<file path="config.mk">
export PLATFORM = sky130hd
export DESIGN_NAME = pipe_stage_skid_reg
export DESIGN_NICKNAME = d
export VERILOG_FILES = /design/src/rtl/pipe_stage_skid_reg.sv
export SDC_FILE = /design/constraint.sdc
export NUM_CORES = 1
export LEC_CHECK = 0
export ABC_AREA = 1
export BUFFER_PORTS_ARGS = -buffer_cell sky130_fd_sc_hd__buf_2
export CAP_MARGIN = 20
export CORE_MARGIN = 2
export CORE_UTILIZATION = 41
export CTS_CLUSTER_SIZE = 14
export DETAILED_ROUTE_END_ITERATION = 12
export SYNTH_ARGS = -nofsm -noshare
export SYNTH_HDL_FRONTEND = slang
export SYNTH_SLANG_ARGS = --single-unit
</file>
<file path="constraint.sdc">
create_clock -name Clock -period 3 [get_ports Clock]
set_clock_uncertainty 0.05 [all_clocks]
set_input_delay 0.9 -clock Clock [delete_from_list [all_inputs] [get_ports Clock]]
set_output_delay 0.9 -clock Clock [all_outputs]
set_load 0.02 [all_outputs]
</file>
<file path="src/rtl/pipe_stage_skid_reg.sv">
// ============================================================================
// Module   : pipe_stage_skid_reg
// Brief    : Pipeline stage register with valid/ready handshake, two-entry
//            skid buffer, synchronous flush and occupancy count.
//            Optional macro PIPE_SKID_TRISTATE_EN: cs tri-states Q and masks
//            out_valid.
// Revision : 1.0 - initial release
// ============================================================================
`default_nettype none

module pipe_stage_skid_reg #(
    parameter int                  NrOfBits   = 32,
    parameter logic [NrOfBits-1:0] ResetValue = '0
) (
    input  logic                Clock,
    input  logic                Reset,
    input  logic                ClockEnable,
    input  logic                Tick,
    input  logic                Flush,
    input  logic                in_valid,
    output logic                in_ready,
    input  logic [NrOfBits-1:0] D,
    output logic                out_valid,
    input  logic                out_ready,
    output logic [NrOfBits-1:0] Q,
    input  logic                cs,
    output logic [1:0]          Count
);

    logic [NrOfBits-1:0] r_main_data;
    logic                r_main_valid;
    logic [NrOfBits-1:0] r_skid_data;
    logic                r_skid_valid;

    logic w_advance;
    logic w_push;
    logic w_pop;
    logic w_out_valid;

    assign w_advance = ClockEnable & Tick;
    // in_ready comes straight from a flop, so out_ready never reaches it combinationally
    assign in_ready  = ~r_skid_valid;
    assign w_push    = w_advance & in_valid & ~r_skid_valid;
    assign w_pop     = w_advance & w_out_valid & out_ready;
    assign Count     = {1'b0, r_main_valid} + {1'b0, r_skid_valid};

    always_ff @(posedge Clock or posedge Reset) begin
        if (Reset) begin
            r_main_data  <= ResetValue;
            r_main_valid <= 1'b0;
            r_skid_data  <= ResetValue;
            r_skid_valid <= 1'b0;
        end else if (w_advance && Flush) begin
            r_main_valid <= 1'b0;
            r_skid_valid <= 1'b0;
        end else if (w_pop && r_skid_valid) begin
            r_main_data  <= r_skid_data;
            r_main_valid <= 1'b1;
            r_skid_valid <= 1'b0;
        end else if (w_push && (!r_main_valid || w_pop)) begin
            r_main_data  <= D;
            r_main_valid <= 1'b1;
        end else if (w_push) begin
            r_skid_data  <= D;
            r_skid_valid <= 1'b1;
        end else if (w_pop) begin
            r_main_valid <= 1'b0;
        end
    end

`ifdef PIPE_SKID_TRISTATE_EN
    // Downstream sees no valid while deselected, so nothing is popped then
    assign Q           = cs ? {NrOfBits{1'bz}} : r_main_data;
    assign w_out_valid = r_main_valid & ~cs;
`else
    logic w_unused_cs;
    assign w_unused_cs = cs;
    assign Q           = r_main_data;
    assign w_out_valid = r_main_valid;
`endif

    assign out_valid = w_out_valid;

endmodule

`default_nettype wire

</file>
Word level (Yosys, flattened, before mapping):

Index checks and enable logic that the tools add are counted.

* divide/modulo/power cells: 0
* mux-type cells: 11
* order comparisons: 0
* multiply operators: 0
* shifts and indexed selects: 0
* eq/ne operators: 2
* bitwise gates (word level): 9
* reductions and logical operators: 12
* add/subtract/negate cells: 1

Operators by type and width (number)
* $mux W32: 2
* $mux W1: 9
* $reduce_and A2 Y1: 3
* $and A1 B1 Y1: 5
* $ne A4 B1 Y1 const B: 1
* $not A1 Y1: 4
* $reduce_and A4 Y1: 1
* $reduce_bool A4 Y1: 1
* $logic_and A1 B1 Y1: 3
* $ne A3 B3 Y1 const B: 1
* $reduce_bool A3 Y1: 1
* $add A1 B1 Y2: 1
* $reduce_bool A2 Y1: 1
* $logic_not A1 Y1: 1
* $logic_or A1 B1 Y1: 1

* memories kept: 0
* bits in read-only memories: 0
* register bits after elaboration: 66
* RAM bits: 0
* output and inout bits: 36
* bits in latches: 0
* word-level logic and storage cells: 39
* input port bits: 40

Depth between registers and ports, before layout:

* depth in word-level cells: 8
* mapped depth: 9
* mapped depth without buffers: 7

Worst setup path before layout:

Ideal clock, no wire load.

* path kind: input port to flip-flop
* start point: input ClockEnable
* end point: register r_skid_data[10]
* buffers on the path: 2
* arrival: 1.679 ns
* stages: 8
* path slack: 1.154 ns
* required time: 2.833 ns
* cell sequence: nand2_4 -> inv_2 -> nand2_2 -> nand3_2 -> buf_6 -> buf_6 -> nand2_1 -> o21ai_2

* word-level cells in the longest chain between the ends: 7

Ends and longest elaborated chain
* from (decl): line 17 `input logic ClockEnable,`
* $and A1 B1 Y1 *: line 40 `assign w_advance = ClockEnable & Tick;`
* $and A1 B1 Y1 (2 in series): line 44 `assign w_pop = w_advance & w_out_valid & out_ready;`
* $logic_or A1 B1 Y1: line 60 `end else if (w_push && (!r_main_valid || w_pop)) begin`
* $logic_and A1 B1 Y1: line 60
* $not A1 Y1 (no line)
* $reduce_and A4 Y1 (no line) *
* to (signal assigned): line 51 `r_skid_data <= ResetValue;`
* to (decl): line 32 `logic [NrOfBits-1:0] r_skid_data;`

Every way passes the cells marked *; elsewhere a longest branch is shown, timed or not.
A chain may end at the register's enable or synchronous reset.

Final worst setup path:

* start point: register r_skid_valid
* end point: output Count[0]

* word-level cells in the longest chain between the ends: 1

Ends and longest elaborated chain
* from (decl): line 33 `logic r_skid_valid;`
* from (signal assigned): line 52 `r_skid_valid <= 1'b0;`
* from (signal assigned): line 55 `r_skid_valid <= 1'b0;`
* from (signal assigned): line 59 `r_skid_valid <= 1'b0;`
* $add A1 B1 Y2: line 45 `assign Count = {1'b0, r_main_valid} + {1'b0, r_skid_valid};`
* to (decl): line 27 `output logic [1:0] Count`

Every way passes these cells.

==> reports/qor.csv <==
metric,value,unit
Worst VDD drop,327,µV
critical path's slowest cell,dfrtp_1,
Mapped Cells,406,
routed vias/inst,4.77,
"Reg clk slew, reported paths",0.07,ns
width of the die,94.0,µm
hold_buf cts,0,
crit start category,flop,
Overflow after GRT,0,
Setup crit end kind,output pin,
1st-pass router iterations,4,
fin nets,513,
"Cell Count, Final, Fillers Out",575,
H-tree Lvls,3,
Internal,0.00207,W
Reg power frac,44.5,%
placed insts,563,
WHS,0.424,ns
Die ar.,8830,µm²
Port Buffers,74,
postcts setup bufs,0,
drt drc,0,
clk_lat worst skew,0.33,ns
hpwl dp,4670,µm
final worst slack,0.732,ns
register area share after synthesis,49.8,%
Routed wire per std cell,13.2,µm
diode count,0,
Setup Crit Path Kind,reg2out,
P per Cell Area,867,nW/µm²
reg2reg setup slack,0.98,ns
FF-to-FF End,Q[15],
Final Hold Viols,0,
mapped cell area,3320,µm²
worst r2r src,out_valid,
starting density of the core,42.7,%
Crit path required time,2.05,ns
"Setup violations, final",0,
Net Switching,0.00129,W
Die Y,94.0,µm
setup TNS after final layout,0,ns
worst path cell trace,ha_1 > buf_2,
first-pass GRT wire length,12800,µm
core area,7770,µm²
Syn Nets,447,
Antenna Violating Nets Remaining,0,
drt first-iter violations,156,
"Max FO, Critical Path",7,
final wirelength,7570,µm
Leakage,2.26,nW
power share of the clock group,19.8,%
Hold Crit Endpoint,Q[12],
I/O pin cnt,76,
Peak Freq,441,MHz
Sw Ratio,38.4,%
# rows,32,
Hold Path Depth,2,
post-synthesis area per instance,8.17,µm²
Layout area overhead,16.5,%
Slew Limit Fails,0,
Worst path max stage delay,0.53,ns
R2R depth,6,
total vias in the final route,2741,
gpl congestion,0.726,
status,"complete, no violations",
combinational share of power,35.7,%
PnR Total Power,0.00335,W
CTS Root Cell,clkbuf_8,
Max-cap violations,0,
ratio of cells with drive above 1 in the final layout,27.5,%
Final Cycle Share,75.6,%
CTS tree,built,
pre-CTS setup slack,0.403,ns
top cell type's share of synthesized area,49.8,%
synth warn,0,
slew of the pin with the lowest slew margin,0.688,ns
Max transition margin,54.0,%
Yosys reg bits,66,
pin count of the biggest net entering global routing,66,
vias in the first global route,2617,
fin crit period,2.27,ns
clk buf depth,2,
Area contributors post-synth,"dfrtp_1, nand2_1, nand3_1",
data arrival time of the critical path,1.32,ns
Yosys top cell by area,dfrtp_1,
initial antenna violation count,0,
synth unique cells,20,
Fillers,805,
worst hold start,Q[12],
Buffers & Inverters on Critical Path,1,
post-cts resize count,0,
CTS buffer count,9,
GRT Util Overall,18.5,%
family with the most delay on the worst path,flip-flops,
CTS sink cnt,66,
hold crit path type,reg2reg,
RSZ-0062 raised after global routing,no,
-- worst register-to-register path, delay by kind of cell (launching register included) --
kind             cells  cell delay [ns]
and+or+nand+nor      6             1.42
DFF                  1             0.44
-- worst max-delay path by stage --
stage	start	end	slack, ns	depth (start not counted)
finish	r_skid_valid	Count[0]	0.73	2
floorplan	Reset	Q[0]	0.40	1
detailed placement	out_ready	Q[15]	0.40	7
global route	out_ready	Q[15]	0.64	7
global placement	out_ready	Q[15]	0.44	7
CTS	r_skid_valid	Count[0]	0.71	2
-- cells by family (layout without fill, tap and decap cells) --
family | after synthesis | after routing | share of synthesized area, %
buffers and inverters | 65 | 132 | 10.2
and+or+nand+nor | 241 | 241 | 31.6
AOI/OAI and AO/OA | 33 | 33 | 7.99
adders and majority gates | 1 | 1 | 0.377
DFF | 66 | 66 | 49.8
-- power groups by stage --
stage | Combinational [W] | Clock, W | Sequential, W
floorplan | 0.000616 | 0 | 0.00173
global placement | 0.00119 | 0 | 0.00149
detailed placement | 0.00122 | 0 | 0.00150
CTS | 0.00122 | 0.000675 | 0.00149
global route | 0.00134 | 0.000711 | 0.00154
finish | 0.00120 | 0.000664 | 0.00149
-- layer usage --
layer | GRT usage, % | up-vias | routed length (µm)
met4 | 6.52 | 0 | 77
met1 | 26.2 | 1285 | 3570
met3 | 4.01 | 6 | 323
met2 | 28.2 | 56 | 3590
li1 | - | 1394 | -
met5 | 0 | - | 0
-- synthesized netlist by cell type, drive strengths merged --
cell      n
nand3    69
ha        1
buf      19
nand2   170
inv      39
dfrtp    66
clkbuf    7
nor2      2
o21bai    1
o21ai    32
-- state kept, by name, summed over array words and instances (netlist names) --
signal / cells
out_valid: 1
r_skid_valid: 1
Q: 32
r_skid_data: 32
-- through the flow --
stage | utilization [%] | instance area, µm²
floorplan | - | 3320
global placement | 47.6 | 3700
detailed placement | 47.6 | 3700
CTS | 49.8 | 3870
global route | 49.8 | 3870
finish | 49.8 | 3870
-- cell usage in the layout (no fill, tap or decap) --
master    instances
o21ai_2          23
nor2_8            1
nand3_4           1
ha_1              1
nor2_2            1
nand2_2           3
clkbuf_8         12
nand2_1         165
o21bai_4          1
buf_4             5
nand3_2           1
buf_2            74
o21ai_1           9
buf_12            2
inv_1            35
nand2_4           2
dfrtp_1          66
inv_2             4
nand3_1          67
-- final cells by class --
cell class                      count  area (µm²)  area share (%)
Clock buffer                       12         165            4.27
Inverter                           39         146            3.79
Multi-Input combinational cell    275        1330            34.3
Sequential cell                    66        1650            42.7
Tap cell                          102         128            3.30
Timing Repair Buffer               81         448            11.6
No activity file was read; power rests on OpenSTA's default activity.
